===== src/rtl/asi_pkg.sv =====
// Shared AXI slave-interface constants and the narrow-transfer byte-lane mask helper.
// Used by both the read and write backends.
package asi_pkg;
    localparam int AXI_DW = 128;
    localparam int AXI_AW = 40;
    localparam int AXI_SW = 3;

    localparam logic [1:0] BT_FIXED = 2'b00;
    localparam logic [1:0] BT_INCR  = 2'b01;
    localparam logic [1:0] BT_WRAP  = 2'b10;

    // Widest lane mask any instance can ask for (1024-bit bus); callers slice it down.
    localparam int MASK_W = 128;

    function automatic logic [MASK_W-1:0] size_to_mask(input int addr_lo, input int size,
                                                       input int nlanes);
        logic [MASK_W-1:0] m;
        int nb;
        int lo;
        m  = '0;
        nb = 1 << size;
        if (nb > nlanes) nb = nlanes;
        lo = (addr_lo % nlanes) & ~(nb - 1);
        for (int i = 0; i < MASK_W; i++)
            if (i >= lo && i < lo + nb) m[i] = 1'b1;
        return m;
    endfunction
endpackage


===== src/rtl/asi_pipe_dly.sv =====
// Valid + payload delay line of depth D. Only the valid bits are reset;
// payload is qualified by valid downstream.
module asi_pipe_dly #(
    parameter int W = 8,
    parameter int D = 1
) (
    input  logic         clk,
    input  logic         rst_n,
    input  logic         i_vld,
    input  logic [W-1:0] i_dat,
    output logic         o_vld,
    output logic [W-1:0] o_dat
);
    logic [D-1:0] r_vld;
    logic [W-1:0] r_dat [D];

    always_ff @(posedge clk or negedge rst_n) begin
        if (!rst_n) begin
            r_vld <= '0;
        end else begin
            r_vld[0] <= i_vld;
            for (int i = 1; i < D; i++) r_vld[i] <= r_vld[i-1];
        end
    end

    always_ff @(posedge clk) begin
        r_dat[0] <= i_dat;
        for (int i = 1; i < D; i++) r_dat[i] <= r_dat[i-1];
    end

    assign o_vld = r_vld[D-1];
    assign o_dat = r_dat[D-1];
endmodule


===== src/rtl/asi_rsram.sv =====
// AXI slave read backend: decodes a beat, reads the external SRAM and returns
// lane-masked data SLV_WS cycles later, with beat/burst/error statistics.
module asi_rsram
    import asi_pkg::*;
#(
    parameter int                AXI_DW    = asi_pkg::AXI_DW,
    parameter int                AXI_AW    = asi_pkg::AXI_AW,
    parameter int                AXI_SW    = asi_pkg::AXI_SW,
    parameter int                SLV_WS    = 2,
    parameter logic [AXI_AW-1:0] MEM_BASE  = '0,
    parameter int                MEM_DEPTH = 1024,
    localparam int               SLV_BYTES = AXI_DW / 8,
    localparam int               MEM_AW    = $clog2(MEM_DEPTH)
) (
    input  logic              clk,
    input  logic              rst_n,
    input  logic              m_re,
    input  logic [AXI_AW-1:0] m_raddr,
    input  logic [AXI_SW-1:0] m_rsize,
    input  logic              m_rlast,
    output logic [AXI_DW-1:0] m_rdata,
    output logic              m_rvalid,
    output logic              m_rslverr,
    output logic              sram_ce,
    output logic [MEM_AW-1:0] sram_addr,
    input  logic [AXI_DW-1:0] sram_q,
    output logic [31:0]       stat_beats,
    output logic [31:0]       stat_bursts,
    output logic [15:0]       stat_errs
);
    localparam int LB = $clog2(SLV_BYTES);
    localparam logic [AXI_AW:0] MEM_BYTES = (AXI_AW+1)'(MEM_DEPTH) << LB;
    localparam int SB_W = 2 + SLV_BYTES;

    logic [AXI_AW-1:0]    w_off;
    logic                 w_err;
    logic [SLV_BYTES-1:0] w_mask;

    assign w_off  = m_raddr - MEM_BASE;
    assign w_err  = (m_raddr < MEM_BASE) || ({1'b0, w_off} >= MEM_BYTES)
                 || (m_rsize > AXI_SW'(LB));
    assign w_mask = SLV_BYTES'(size_to_mask(int'(m_raddr[LB-1:0]), int'(m_rsize), SLV_BYTES));

    assign sram_ce   = m_re & ~w_err;
    assign sram_addr = w_off[MEM_AW+LB-1:LB];

    // Stage 1: sidebands registered so they line up with sram_q.
    logic                 w_v1, w_e1, w_l1;
    logic [SLV_BYTES-1:0] w_m1;
    logic [AXI_DW-1:0]    w_emask, w_d1;

    asi_pipe_dly #(.W(SB_W), .D(1)) u_sb (
        .clk   (clk),
        .rst_n (rst_n),
        .i_vld (m_re),
        .i_dat ({w_err, m_rlast, w_mask}),
        .o_vld (w_v1),
        .o_dat ({w_e1, w_l1, w_m1})
    );

    for (genvar b = 0; b < SLV_BYTES; b++) begin : g_lane
        assign w_emask[b*8 +: 8] = {8{w_m1[b]}};
    end
    assign w_d1 = w_e1 ? '0 : (sram_q & w_emask);

    logic              w_ov, w_oerr, w_olast;
    logic [AXI_DW-1:0] w_odata;

    if (SLV_WS == 1) begin : g_ws1
        assign w_ov    = w_v1;
        assign w_oerr  = w_v1 & w_e1;
        assign w_olast = w_v1 & w_l1;
        assign w_odata = w_v1 ? w_d1 : '0;
    end else begin : g_wsn
        logic              w_v2, w_e2, w_l2;
        logic [AXI_DW-1:0] w_d2;
        logic              r_rvalid, r_rslverr, r_rlast;
        logic [AXI_DW-1:0] r_rdata;

        if (SLV_WS == 3) begin : g_mid
            asi_pipe_dly #(.W(2 + AXI_DW), .D(1)) u_mid (
                .clk   (clk),
                .rst_n (rst_n),
                .i_vld (w_v1),
                .i_dat ({w_e1, w_l1, w_d1}),
                .o_vld (w_v2),
                .o_dat ({w_e2, w_l2, w_d2})
            );
        end else begin : g_nomid
            assign {w_v2, w_e2, w_l2, w_d2} = {w_v1, w_e1, w_l1, w_d1};
        end

        // Output register is the only data stage with a reset.
        always_ff @(posedge clk or negedge rst_n) begin
            if (!rst_n) begin
                r_rvalid  <= 1'b0;
                r_rslverr <= 1'b0;
                r_rlast   <= 1'b0;
                r_rdata   <= '0;
            end else begin
                r_rvalid  <= w_v2;
                r_rslverr <= w_v2 & w_e2;
                r_rlast   <= w_v2 & w_l2;
                r_rdata   <= w_v2 ? w_d2 : '0;
            end
        end

        assign w_ov    = r_rvalid;
        assign w_oerr  = r_rslverr;
        assign w_olast = r_rlast;
        assign w_odata = r_rdata;
    end

    assign m_rvalid  = w_ov;
    assign m_rslverr = w_oerr;
    assign m_rdata   = w_odata;

    logic [31:0] r_beats, r_bursts;
    logic [15:0] r_errs;

    always_ff @(posedge clk or negedge rst_n) begin
        if (!rst_n) begin
            r_beats  <= '0;
            r_bursts <= '0;
            r_errs   <= '0;
        end else if (w_ov) begin
            r_beats <= r_beats + 32'd1;
            if (w_olast) r_bursts <= r_bursts + 32'd1;
            if (w_oerr && r_errs != 16'hFFFF) r_errs <= r_errs + 16'd1;
        end
    end

    assign stat_beats  = r_beats;
    assign stat_bursts = r_bursts;
    assign stat_errs   = r_errs;
endmodule


===== config.mk =====
export PLATFORM = sky130hd
export DESIGN_NAME = asi_rsram
export DESIGN_NICKNAME = d
export VERILOG_FILES = /design/src/rtl/asi_pkg.sv /design/src/rtl/asi_pipe_dly.sv /design/src/rtl/asi_rsram.sv
export SDC_FILE = /design/constraint.sdc
export NUM_CORES = 1
export LEC_CHECK = 0
export ABC_AREA = 1
export BUFFER_PORTS_ARGS = -buffer_cell sky130_fd_sc_hd__buf_4
export CORE_AREA = 2 2 153 155
export DETAILED_ROUTE_END_ITERATION = 10
export DIE_AREA = 0 0 155 157
export HOLD_SLACK_MARGIN = 0.05
export PLACE_DENSITY = 0.73
export SETUP_SLACK_MARGIN = 0.5
export SYNTH_ARGS = -nofsm -noshare
export SYNTH_HDL_FRONTEND = slang
export SYNTH_HIERARCHICAL = 1
export SYNTH_SLANG_ARGS = --single-unit

===== constraint.sdc =====
create_clock -name clk -period 3.2 [get_ports clk]
set_clock_uncertainty 0.15 [all_clocks]
set_input_delay 0.8 -clock clk [delete_from_list [all_inputs] [get_ports clk]]
set_output_delay 0.8 -clock clk [all_outputs]
set_load 0.03 [all_outputs]

# Word-level counts from Yosys, hierarchy flattened
# Memory sizes are Yosys's and may differ from the RTL's.
# Index checks and enable logic that the tools add are counted.
[classes]
addsub = 5
order_cmp = 36
eq_ne = 1
shift = 1
n_mux = 19
bitwise = 7
reduce_logical = 21
[ops]
columns = ["cell", "n"]
rows = [
  ["greater-or-equal comparator 5 x 32 -> 1 bit, first input constant", 8],
  ["less-than comparator 5 x 32 -> 1 bit, first input constant", 8],
  ["2-to-1 mux 128 bit", 2],
  ["AND 128 bit", 1],
  ["greater-or-equal comparator 4 x 32 -> 1 bit, first input constant", 4],
  ["less-than comparator 4 x 32 -> 1 bit, first input constant", 4],
  ["adder 32 x 1 -> 32 bit, second input constant", 2],
  ["greater-or-equal comparator 3 x 32 -> 1 bit, first input constant", 2],
  ["less-than comparator 3 x 32 -> 1 bit, first input constant", 2],
  ["greater-or-equal comparator 40 x 15 -> 1 bit, second input constant", 1],
  ["less-than comparator 40 x 1 -> 1 bit, second input constant", 1],
  ["adder 32 bit", 1],
  ["AND 5 x 32 -> 32 bit", 1],
  ["greater-or-equal comparator 1 x 32 -> 1 bit, first input constant", 1],
  ["greater-or-equal comparator 2 x 32 -> 1 bit, first input constant", 1],
  ["> comparator 32 x 6 -> 1 bit, second input constant", 1],
  ["less-than comparator 1 x 32 -> 1 bit, first input constant", 1],
  ["less-than comparator 2 x 32 -> 1 bit, first input constant", 1],
  ["2-to-1 mux 32 bit", 1],
  ["inverter 32 bit", 1],
  ["left shift 1 x 3 -> 32 bit, first input constant", 1],
  ["subtractor 32 x 2 -> 32 bit, second input constant", 1],
  ["logical AND 1 bit", 17],
  ["adder 16 x 1 -> 16 bit, second input constant", 1],
  ["other kinds (7)", 26],
]
[totals]
regBits = 212
ram_bits = 18
output_inout_bits = 221
elab_cells = 99
memories = 1
[memory_table]
columns = ["memory", "words", "word_bits", "rd", "rd_clocked_by_memory_dff", "write_ports", "line_no", "source"]
rows = [
  ["u_sb.r_dat", 1, 18, 1, 0, 1, "asi_pipe_dly.sv:15", "logic [W-1:0] r_dat [D];"],
]

# Logic depth before layout (Yosys ltp)
[logic_depth]
word_depth = 10
mapped_depth = 16
depth_no_buf = 16

# By module
# The synthesis kept the hierarchy.
[by_module_without_submodules]
columns = ["mod", "instances", "cells_each", "area_each_um2", "seq_area_each_um2"]
rows = [
  ["asi_rsram", 1, 1158, 9556.7, 5280.1],
  ["asi_pipe_dly", 1, 19, 385.4, 385.4],
]

# Worst setup path after synthesis
# Ideal clock, no wire load.
[synth_path]
kind = "input port to flip-flop"
start = "input port m_rsize[1]"
end = "memory u_sb/r_dat[0][11] (netlist bit)"
setup_ns = 0.116
arrival_time_ns = 2.789
required_ns = 2.934
path_slack_ns = 0.145
stages = 16
n_path_buf = 1
cell_sequence = "buf_2 > nor3_1 > inv_1 > ha_1 > nand2_1 > inv_1 > ha_1 > nand4_1 > nand2_1 > nand2_1 > nand2_1 > nand2_1 > nand2_1 > nand2_1 > inv_2 > nor2_1"
[synth_via]
elab_chain_cells = 10
word_cells_on_any_way = 11
[synth_lines]
columns = ["item", "line_no", "source"]
rows = [
  ["start: declaration", "asi_rsram.sv:19", "input logic [AXI_SW-1:0] m_rsize,"],
  ["left shift 1 x 3 -> 32 bit (*)", "asi_pkg.sv:21", "nb = 1 << size;"],
  ["> comparator 32 x 6 -> 1 bit", "asi_pkg.sv:22", "if (nb > nlanes) nb = nlanes;"],
  ["2-to-1 mux 32 bit (*)", "asi_pkg.sv:22", ""],
  ["subtractor 32 x 2 -> 32 bit", "asi_pkg.sv:23", "lo = (addr_lo % nlanes) & ~(nb - 1);"],
  ["inverter 32 bit", "asi_pkg.sv:23", ""],
  ["AND 5 x 32 -> 32 bit", "asi_pkg.sv:23", ""],
  ["adder 32 bit", "-", ""],
  ["less-than comparator 5 x 32 -> 1 bit", "asi_pkg.sv:25", "if (i >= lo && i < lo + nb) m[i] = 1'b1;"],
  ["logical AND 1 bit (*)", "asi_pkg.sv:25", ""],
  ["2-to-1 mux 1 bit (*)", "asi_pkg.sv:25", ""],
  ["net w_mask[11]", "asi_rsram.sv:37", "logic [SLV_BYTES-1:0] w_mask;"],
  ["end: declaration", "asi_pipe_dly.sv:15", ""],
]
# Mark *: on every way through the listed nets, which the timed path passes. The rest lies on a longest branch.

# Worst setup path after layout
[layout_path]
start = "input port m_raddr[21]"
end = "output port sram_ce"
[layout_via]
elab_chain_cells = 5
word_cells_on_any_way = 6
[layout_lines]
columns = ["item", "line_no", "source"]
rows = [
  ["start: declaration", "asi_rsram.sv:18", "input logic [AXI_AW-1:0] m_raddr,"],
  ["less-than comparator 40 x 1 -> 1 bit / greater-or-equal comparator 40 x 15 -> 1 bit (equally long branches)", "asi_rsram.sv:40", "assign w_err = (m_raddr < MEM_BASE) || ({1'b0, w_off} >= MEM_BYTES)"],
  ["logical OR 1 bit (*)", "asi_rsram.sv:40", ""],
  ["logical OR 1 bit (*)", "asi_rsram.sv:41", "|| (m_rsize > AXI_SW'(LB));"],
  ["net w_err", "asi_rsram.sv:36", "logic w_err;"],
  ["inverter 1 bit (*)", "asi_rsram.sv:44", "assign sram_ce = m_re & ~w_err;"],
  ["AND 1 bit (*)", "asi_rsram.sv:44", ""],
  ["end: declaration", "asi_rsram.sv:24", "output logic sram_ce,"],
]
# Marks and branches as above.

==> reports/results.ini <==
[global_routing]
grtUsageTotal = 0.224
grt_start_max_net_pins = 65
gr-total-overflow = 0
antenna_found_initial = 0
grt_pass1_vias = 8498
grt_pass1_wl_mm = 43.2

[sta]
tightest_slew_ns = 0.884
tns_ns = 0
hold_viol_final = 0
fin_crit_ns = 2.74
finalMaxSlewViolations = 0
setup_violations = 0
max-slew-margin-rel = 0.409
rsz0062_at_grt = true
finalCritPeriodShare = 0.857
max_freq_ghz = 0.365
timing.final.ws_setup_ns = 0.458

[critical_path]
endpoint_kind = output port
reg2regPathDepth = 9
startpoint_type = input port
required_ns = 2.25
path_max_fanout = 2
arrival_ns = 1.79
r2r_slack_ns = 1.01
critPathKind = in -> out
r2r-end = stat_beats[18]
crit-reg2reg-launch = stat_beats[0]

[synthesis]
synthesis.nets = 1358
synth_edf_count = 0
synth_area_leaders = dfrtp_1, nand2_1, inv_1, nor2_1, dfxtp_1
yosys.cell_count.top_type = nand2_1
ys_ff_latch = 230
synth_compound_area_frac = 0.0176
synth-simple-area-share = 0.254
ys.flop_type = dfrtp_1
syn-mean-instance-area_um2 = 8.45
synth_top_family_by_area = simple AND/OR/NAND/NOR gates
synthCells = 1177
yosys_warnings = 6
synthAdderAreaFrac = 0.00831
muxShareOfSynthArea = 0
synth-xor-area-share = 0.0529
yosysTopAreaCellShare = 0.534
synth_cell_type_count = 35
yosysTopAreaCell = dfrtp_1
ys_seq_area_frac = 0.570
synthTopCellsByCount = nand2_1, inv_1, nor2_1
synthArstFlopShare = 0.922
synthesis.area_um2 = 9940

[place]
dpl.cell_count = 1827
gp_congestion = 0.842
portBuffers = 375
placed_area_um2 = 13100
hpwl_mm = 21.8
post-place-ws_ns = 0.193

[clock_network]
ctsHoldBuffers = 0
cts_root_buffer = clkbuf_16
htree_num_levels = 1
cts_tree = done
clk_latency_ns = 0.52
cts.sinks = 230
cts_made_buffers = 26
clk_path_buf_depth = 3
clk_pin_slew_ns = 0.06

[finish]
fill_cells = 1926
seq_area_um2 = 5670
fin_cells = 1874
drive_gt1_frac = 0.296
final_area_um2 = 14100
area_growth_pct = 41.8
fin_nets = 1751
multiInputGateArea_um2 = 3430
diodes = 0

[drt]
drtIter0Drc = 435
remaining_drc_errors = 0
wirelength_mm = 28.0
first_pass_iters = 4
drt-wirelength-per-cell_um = 14.9
avgViaCountPerCell = 4.59
drtAntennaViolNets = 0
vias = 8602

[die]
die_height_um = 157
floorplan.initialDensity = 0.442
fp-row-count = 55
ios = 396
core-area_um2 = 22500
dieArea_um2 = 24300
die_w_um = 155

[min_path]
hold_class = in -> async

[power_and_ir_drop]
intPower_w = 0.00524
power.density_nw_per_um2 = 505
switching_share = 0.263
pwr-share-comb = 0.134
peakVddDrop_mv = 0.300
p_total_w = 0.00711
leakage_nw = 7.86
pwr-share-seq = 0.447
p_clk_frac = 0.419
p_switching_w = 0.00187

[run_status]
outcome = completed

[run]
cap_viol_max_count = 0

critical path, cell delays in order:
cell and delay, ns:
buf_6 0.10, nor4_4 0.26, nand2_1 0.11, nor2_2 0.16
nand3_2 0.09, nor2_2 0.13, buf_6 0.14
metrics by stage:
step	util	hold WS, ns
floorplan	-	0.244
global placement	0.584	0.259
detailed placement	0.584	0.254
CTS	0.624	0.130
global route	0.626	0.145
finish	0.626	0.119
final cells by class:
| class | instances | share of cell area |
|---|---|---|
| Multi-Input combinational cell | 703 | 0.243 |
| Clock buffer | 40 | 0.0578 |
| Clock inverter | 7 | 0.00444 |
| Inverter | 227 | 0.0606 |
| Tap cell | 285 | 0.0253 |
| Timing Repair Buffer | 382 | 0.207 |
| Sequential cell | 230 | 0.402 |
layer usage:
metal | GRT usage | up-vias | routed length (um)
met2 | 0.384 | 252 | 14000
met1 | 0.283 | 4017 | 11300
met3 | 0.0551 | 50 | 1970
li1 | - | 4283 | -
met4 | 0.0626 | 0 | 660
met5 | 0 | - | 0
state kept, by name (all words and copies together) (netlist names):
signal,cells
m_rdata,128
stat_bursts,32
g_wsn.r_rlast,1
u_sb/o_vld,1
m_rslverr,1
u_sb/r_dat,18
stat_beats,32
stat_errs,16
m_rvalid,1
what timing repair did:
action / in CTS / in global routing
pin swaps: 1 / 6
resized for setup: 7 / 8
endpoints found under the setup margin: 1 / 1
setup buffers: 0 / 0
cells by family after synthesis:
kind of cell,Yosys count
and+or+nand+nor,605
buffers and inverters,244
DFF,230
xor gates and xnor gates,60
AOI/OAI and AO/OA,32
adders and majority gates,6
power groups by stage:
stage / clock network [W] / registers, W / logic [W]
floorplan: 0 / 0.00338 / 0.000334
global placement: 0 / 0.00322 / 0.000937
detailed placement: 0 / 0.00323 / 0.000952
CTS: 0.00305 / 0.00318 / 0.000959
global route: 0.00318 / 0.00320 / 0.00104
finish: 0.00298 / 0.00318 / 0.000955
how the worst max path moves through the flow:
stage | from | to | slack [ns] | cells past startpoint
3_3_place_gp | m_rsize[1] | u_sb/r_dat[0][7] | 0.27 | 16
4_1_cts | m_raddr[36] | sram_ce | 0.48 | 7
5_1_grt | m_raddr[21] | sram_ce | 0.40 | 7
3_5_place_dp | m_rsize[1] | u_sb/r_dat[0][11] | 0.19 | 16
6_report | m_raddr[21] | sram_ce | 0.46 | 7
2_1_floorplan | m_rsize[1] | u_sb/r_dat[0][10] | 0.45 | 13
cells in the final DEF, fill, tap and decap left out, types with 3 or more instances in the layout:
cell	count
clkinv_2	5
inv_2	6
nor3_1	19
nor4_4	3
o21ai_0	18
xnor2_1	19
nand3_1	44
nor2_2	8
clkbuf_8	10
buf_4	375
ha_1	4
dfrtp_1	212
o21ai_2	3
nor3_2	5
a21oi_1	6
nand3b_1	3
nor2_1	219
xor2_1	41
dfxtp_1	18
inv_1	220
nand4_1	18
nor3b_1	3
nand2_1	262
nand2_2	8
buf_6	4
clkbuf_1	4
clkbuf_16	27
Power figures use the tool's default switching activity.
